===== config.mk =====
export PLATFORM = sky130hd
export DESIGN_NAME = bsearch_guesser
export DESIGN_NICKNAME = d
export VERILOG_FILES = /design/src/rtl/bsearch_guesser_pkg.sv /design/src/rtl/bsearch_guesser.sv
export SDC_FILE = /design/constraint.sdc
export NUM_CORES = 1
export LEC_CHECK = 0
export BUFFER_PORTS_ARGS = -buffer_cell sky130_fd_sc_hd__buf_2
export CORE_ASPECT_RATIO = 1.25
export CORE_MARGIN = 2
export CORE_UTILIZATION = 52
export DETAILED_ROUTE_END_ITERATION = 8
export PLACE_DENSITY = 0.76
export SYNTH_ARGS = -nofsm -noshare
export SYNTH_HDL_FRONTEND = slang
export SYNTH_SLANG_ARGS = --single-unit

===== constraint.sdc =====
create_clock -name clk -period 3.5 [get_ports clk]
set_clock_uncertainty 0.1 [all_clocks]
set_input_delay 0.175 -clock clk [delete_from_list [all_inputs] [get_ports clk]]
set_output_delay 0.175 -clock clk [all_outputs]
set_load 0.01 [all_outputs]

===== src/rtl/bsearch_guesser_pkg.sv =====
// Shared types and helpers for the binary-search guesser.
// Used by the guesser and by anything that drives its comparator.
package bsearch_guesser_pkg;

  localparam int WIDTH_DEF = 3;

  typedef enum logic [1:0] {
    IDLE   = 2'd0,
    SETTLE = 2'd1,
    SAMPLE = 2'd2,
    DONE   = 2'd3
  } state_t;

  // Flags arrive packed as {E, L, G}
  function automatic logic onehot3(input logic [2:0] f);
    return (f == 3'b100) ||
           (f == 3'b010) ||
           (f == 3'b001);
  endfunction

endpackage


===== src/rtl/bsearch_guesser.sv =====
// Binary-search engine that recovers a hidden operand from a
// magnitude comparator's one-hot E/L/G result.
module bsearch_guesser
  import bsearch_guesser_pkg::*;
#(
  parameter int WIDTH = WIDTH_DEF
) (
  input  logic             clk,
  input  logic             resetn,
  input  logic             start,
  input  logic             E,
  input  logic             L,
  input  logic             G,
  output logic [WIDTH-1:0] guess,
  output logic             busy,
  output logic             done,
  output logic [WIDTH-1:0] found,
  output logic [WIDTH:0]   steps,
  output logic             err
);

  localparam int RW = WIDTH + 1;
  localparam logic [RW-1:0] TOP = RW'((1 << WIDTH) - 1);

  state_t state;
  state_t state_nxt;

  logic [RW-1:0]    lo;
  logic [RW-1:0]    hi;
  logic [RW-1:0]    lo_nxt;
  logic [RW-1:0]    hi_nxt;
  logic [RW-1:0]    mid;
  logic [RW-1:0]    mid_nxt;
  logic [WIDTH-1:0] guess_nxt;
  logic [WIDTH-1:0] found_nxt;
  logic [WIDTH:0]   steps_nxt;
  logic             err_nxt;
  logic             busy_nxt;
  logic             done_nxt;
  logic [2:0]       flags;
  logic             flags_ok;

  // Range is one bit wider than the operand, so the sum never wraps
  function automatic logic [RW-1:0] midpoint(
    input logic [RW-1:0] a,
    input logic [RW-1:0] b
  );
    return RW'(({1'b0, a} + {1'b0, b}) >> 1);
  endfunction

  assign flags    = {E, L, G};
  assign flags_ok = onehot3(flags);
  assign mid      = midpoint(lo, hi);

  always_ff @(posedge clk or negedge resetn) begin
    if (!resetn) begin
      state <= IDLE;
    end else begin
      state <= state_nxt;
    end
  end

  always_comb begin
    state_nxt = state;
    unique case (state)
      IDLE: begin
        if (start) begin
          state_nxt = SETTLE;
        end
      end
      SETTLE: begin
        state_nxt = SAMPLE;
      end
      SAMPLE: begin
        if (!flags_ok) begin
          state_nxt = DONE;
        end else begin
          unique case (1'b1)
            E: state_nxt = DONE;
            L: state_nxt = (mid > lo) ? SETTLE : DONE;
            G: state_nxt = (mid < hi) ? SETTLE : DONE;
            default: state_nxt = DONE;
          endcase
        end
      end
      DONE: begin
        state_nxt = IDLE;
      end
      default: begin
        state_nxt = IDLE;
      end
    endcase
  end

  always_comb begin
    lo_nxt    = lo;
    hi_nxt    = hi;
    found_nxt = found;
    steps_nxt = steps;
    err_nxt   = err;
    guess_nxt = guess;
    mid_nxt   = '0;
    unique case (state)
      IDLE: begin
        if (start) begin
          lo_nxt    = '0;
          hi_nxt    = TOP;
          found_nxt = '0;
          steps_nxt = '0;
          err_nxt   = 1'b0;
        end
      end
      SAMPLE: begin
        steps_nxt = steps + RW'(1);
        if (!flags_ok) begin
          err_nxt = 1'b1;
        end else begin
          unique case (1'b1)
            E: found_nxt = guess;
            L: begin
              if (mid > lo) begin
                hi_nxt = mid - RW'(1);
              end else begin
                err_nxt = 1'b1;
              end
            end
            G: begin
              if (mid < hi) begin
                lo_nxt = mid + RW'(1);
              end else begin
                err_nxt = 1'b1;
              end
            end
            default: err_nxt = 1'b1;
          endcase
        end
      end
      default: begin
      end
    endcase
    // Guess is registered on entry to SETTLE so it is stable all cycle
    if (state_nxt == SETTLE) begin
      mid_nxt   = midpoint(lo_nxt, hi_nxt);
      guess_nxt = mid_nxt[WIDTH-1:0];
    end
    busy_nxt = (state_nxt == SETTLE) ||
               (state_nxt == SAMPLE);
    done_nxt = (state_nxt == DONE);
  end

  always_ff @(posedge clk or negedge resetn) begin
    if (!resetn) begin
      lo    <= '0;
      hi    <= TOP;
      guess <= '0;
      found <= '0;
      steps <= '0;
      err   <= 1'b0;
      busy  <= 1'b0;
      done  <= 1'b0;
    end else begin
      lo    <= lo_nxt;
      hi    <= hi_nxt;
      guess <= guess_nxt;
      found <= found_nxt;
      steps <= steps_nxt;
      err   <= err_nxt;
      busy  <= busy_nxt;
      done  <= done_nxt;
    end
  end

endmodule


==> reports/qor.csv <==
stage;metric;value;unit
timing;slew_violations;0;
power_and_ir_drop;sw_frac_of_total;43.2;%
layout;n_antenna_cell;0;
floorplanning;die-area;0.00351;sq mm
place;place_ws;-0.304;ns
min_path;min_path_type;input pin to register;
logic_synthesis;yosys-top-cells-count;dfrtp_1, ha_1, inv_1, nand2_1;
place;post-place-cells;230;
global_routing;antenna_found_initial;0;
logic_synthesis;yosys.area.top_type_share;31.5;%
logic_synthesis;async_reset_ff_share;100;%
timing;worst_pin_slew;0.798;ns
layout;final_cells;246;
timing;max_freq;268;MHz
clock_network;tritoncts;built;
clock_network;cts_root_buf;clkbuf_4;
logic_synthesis;synth_area_leader_cell;dfrtp_1;
logic_synthesis;synth_nets;179;
detailed_routing;drt_wl_total;3990;um
global_routing;grt_max_degree;24;
critical_path;worst-path-stages;17;
timing;rsz0062_at_grt;true;
min_path;min_path_cells;4;
critical_path;crit_type;register to register;
place;place_congestion;0.857;
timing;fin_crit;3.74;ns
logic_synthesis;synthTopCellsByArea;dfrtp_1, ha_1, dfstp_2;
critical_path;arrival;3.87;ns
clock_network;clk_pin_slew;0.12;ns
floorplanning;die_h;65.8;um
detailed_routing;first_pass_iters;4;
critical_path;critPathMaxFanout;4;
floorplanning;ioPinCount;19;
power_and_ir_drop;switching_power;0.860;mW
timing;hold_violations;0;
logic_synthesis;yosysWarnings;0;
floorplanning;rows;22;
critical_path;reg2regPathDepth;17;
detailed_routing;drtAntennaViolNets;0;
global_routing;overflow;0;
power_and_ir_drop;clockPowerShare;5.9;%
detailed_routing;drc;0;
timing;fin_ws;-0.237;ns
critical_path;start_kind;register;
global_routing;grt_pass1_wl;6540;um
floorplanning;start_util;54.4;%
power_and_ir_drop;vdd.ir_drop.worst;0.000685;V
timing;min_period_over_period;107;%
critical_path;required;3.63;ns
layout;area_growth_syn_to_layout;33.4;%
power_and_ir_drop;p_int;1.13;mW
logic_synthesis;ys_seq_area_share;36.5;%
clock_network;clk-insertion-delay-late;0.30;ns
run;drv_cap;0;
power_and_ir_drop;seq_power_share;23.7;%
place;portBuffers;18;
run_status;violations;setup timing;
logic_synthesis;syn_avg_cell_area;10.4;sq um
logic_synthesis;synthCells;153;
layout;num-fill-cells;235;
logic_synthesis;netlist_area;0.00159;sq mm
timing;slew_headroom;46.7;%
clock_network;cts.sinks;23;
critical_path;cp_cell_sequence;inv_2, fa_2, nor2b_1, o21ai_1, nand2b_1, ha_4, a21oi_4, o311ai_4, o21ai_2, nand2_1, buf_4, a22o_4, ha_1, a21o_1, a41oi_2, xor3_1, a21oi_1;
global_routing;groute.usage.overall;26.1;%
timing;setup_viol;3;
run_status;status;complete, but fails checks;
layout;drive_above_1_share;41.4;%
floorplanning;core_area;0.00292;sq mm
critical_path;critPathBufInv;2;
layout;final_nets;237;
detailed_routing;avgViaCountPerCell;5.66;
clock_network;clockBufferDepth;2;
power_and_ir_drop;power_density;941;mW/mm^2
logic_synthesis;synth-seq-cells;23;
critical_path;crit_family;compound AO/OA/AOI/OAI gates;
logic_synthesis;synth_cell_types;47;
floorplanning;fp.dieW;53.4;um
global_routing;grt_pass1_vias;1414;
critical_path;cp_slowest_cell;dfstp_2;
logic_synthesis;yosysMostFrequentCell;dfrtp_1;
critical_path;critPathCaptureType;register;
detailed_routing;drtIter0Drc;35;
critical_path;slowest_delay;0.56;ns
place;dp.final_hpwl;3010;um
logic_synthesis;synth_edf_count;0;
clock_network;cts-buffers-inserted;3;
power_and_ir_drop;pwr-share-comb;70.5;%
clock_network;htreeDepth;1;
detailed_routing;wl_per_cell;16.2;um
power_and_ir_drop;power.leakage;1.03;nW
detailed_routing;num_vias;1392;
logic_synthesis;synth_ff_type;dfrtp_1;
[tightest hold or removal path, stage by stage]
cell,delay [ns]
buf_2,0.11
nand2b_1,0.07
nand2_1,0.06
nand2_1,0.05
[flip-flops by register name, indices dropped and copies added, names as in the netlist]
name / flops
busy: 1
done: 1
hi: 4
lo: 4
state: 2
steps: 4
found: 3
guess: 3
err: 1
[final timing paths]
path	to	startpoint	slack, ns
max in group asynchronous	hi[1]	resetn	2.68
max	guess[2]	hi[1]	-0.24
min reg2reg	err	err	0.43
min in group asynchronous	steps[2]	resetn	0.26
min	err	start	0.09
max reg2reg	guess[2]	hi[1]	-0.24
[final cells by class]
type,instances,area (sq um),area share (%)
Inverter,13,48.8,2.30
Clock buffer,4,26.3,1.24
Multi-Input combinational cell,114,1040,49.0
Tap cell,36,45.0,2.13
Timing Repair Buffer,56,382,18.0
Sequential cell,23,579,27.3
[layer usage]
metal / wire length, um / global-route usage (%) / share of wire (%) / vias to the layer above
met5: 0 / 0 / 0 / -
met4: 106 / 10.3 / 2.7 / 0
met3: 92 / 1.58 / 2.3 / 10
met2: 2240 / 48.0 / 56 / 31
met1: 1540 / 30.5 / 39 / 685
li1: - / - / - / 666
[cell families after synthesis]
logic type	Yosys count	synth area share (%)
compound gates	42	21.4
xor+xnor	7	4.81
flops	23	36.5
mux	4	2.68
fa+ha+maj	20	16.7
simple gates	41	13.5
buf+inv	16	4.41
[timing repair]
item,CTS,global route
endpoints found under the setup margin,3,3
buffers inserted,10,2
hold buffers,1,0
gates resized for setup,13,2
pin swaps,10,1
endpoints found under the hold margin,20,0
[per-stage QoR]
stage / utilization [%] / hold slack (ns) / setup TNS (ns) / power [mW] / area [sq um]
after global routing: 72.6 / 0.120 / -1.06 / 2.15 / 2120
final: 72.6 / 0.0949 / -0.526 / 1.99 / 2120
after CTS: 71.7 / 0.0849 / -0.362 / 1.97 / 2090
after floorplan: - / -0.221 / -0.0370 / 1.20 / 1600
after detailed placement: 65.4 / 0.0709 / -0.505 / 1.66 / 1910
after global placement: 65.4 / 0.0591 / -0.170 / 1.60 / 1910
[cell usage in the layout (no fill, tap or decap), types with 2 or more instances in the layout]
master	count
a21o_1	2
clkbuf_4	3
xnor2_1	4
dfstp_2	3
nor2_1	7
ha_1	15
nand2b_1	3
nor3_1	3
nand2_1	13
buf_2	18
o21ai_1	2
nand4_1	2
o31ai_1	4
ha_4	3
inv_1	12
a22o_1	3
dfrtp_1	20
buf_4	36
o21ai_2	3
nor2b_1	3
o21ai_0	6
a21oi_1	7
[power by group through the flow]
stage / Clock (mW) / Combinational (mW) / Sequential, mW
floorplan: 0 / 0.732 / 0.468
global placement: 0 / 1.14 / 0.459
detailed placement: 0 / 1.19 / 0.466
CTS: 0.121 / 1.38 / 0.469
global route: 0.128 / 1.54 / 0.486
finish: 0.117 / 1.40 / 0.471
Power figures use the tool's default switching activity.
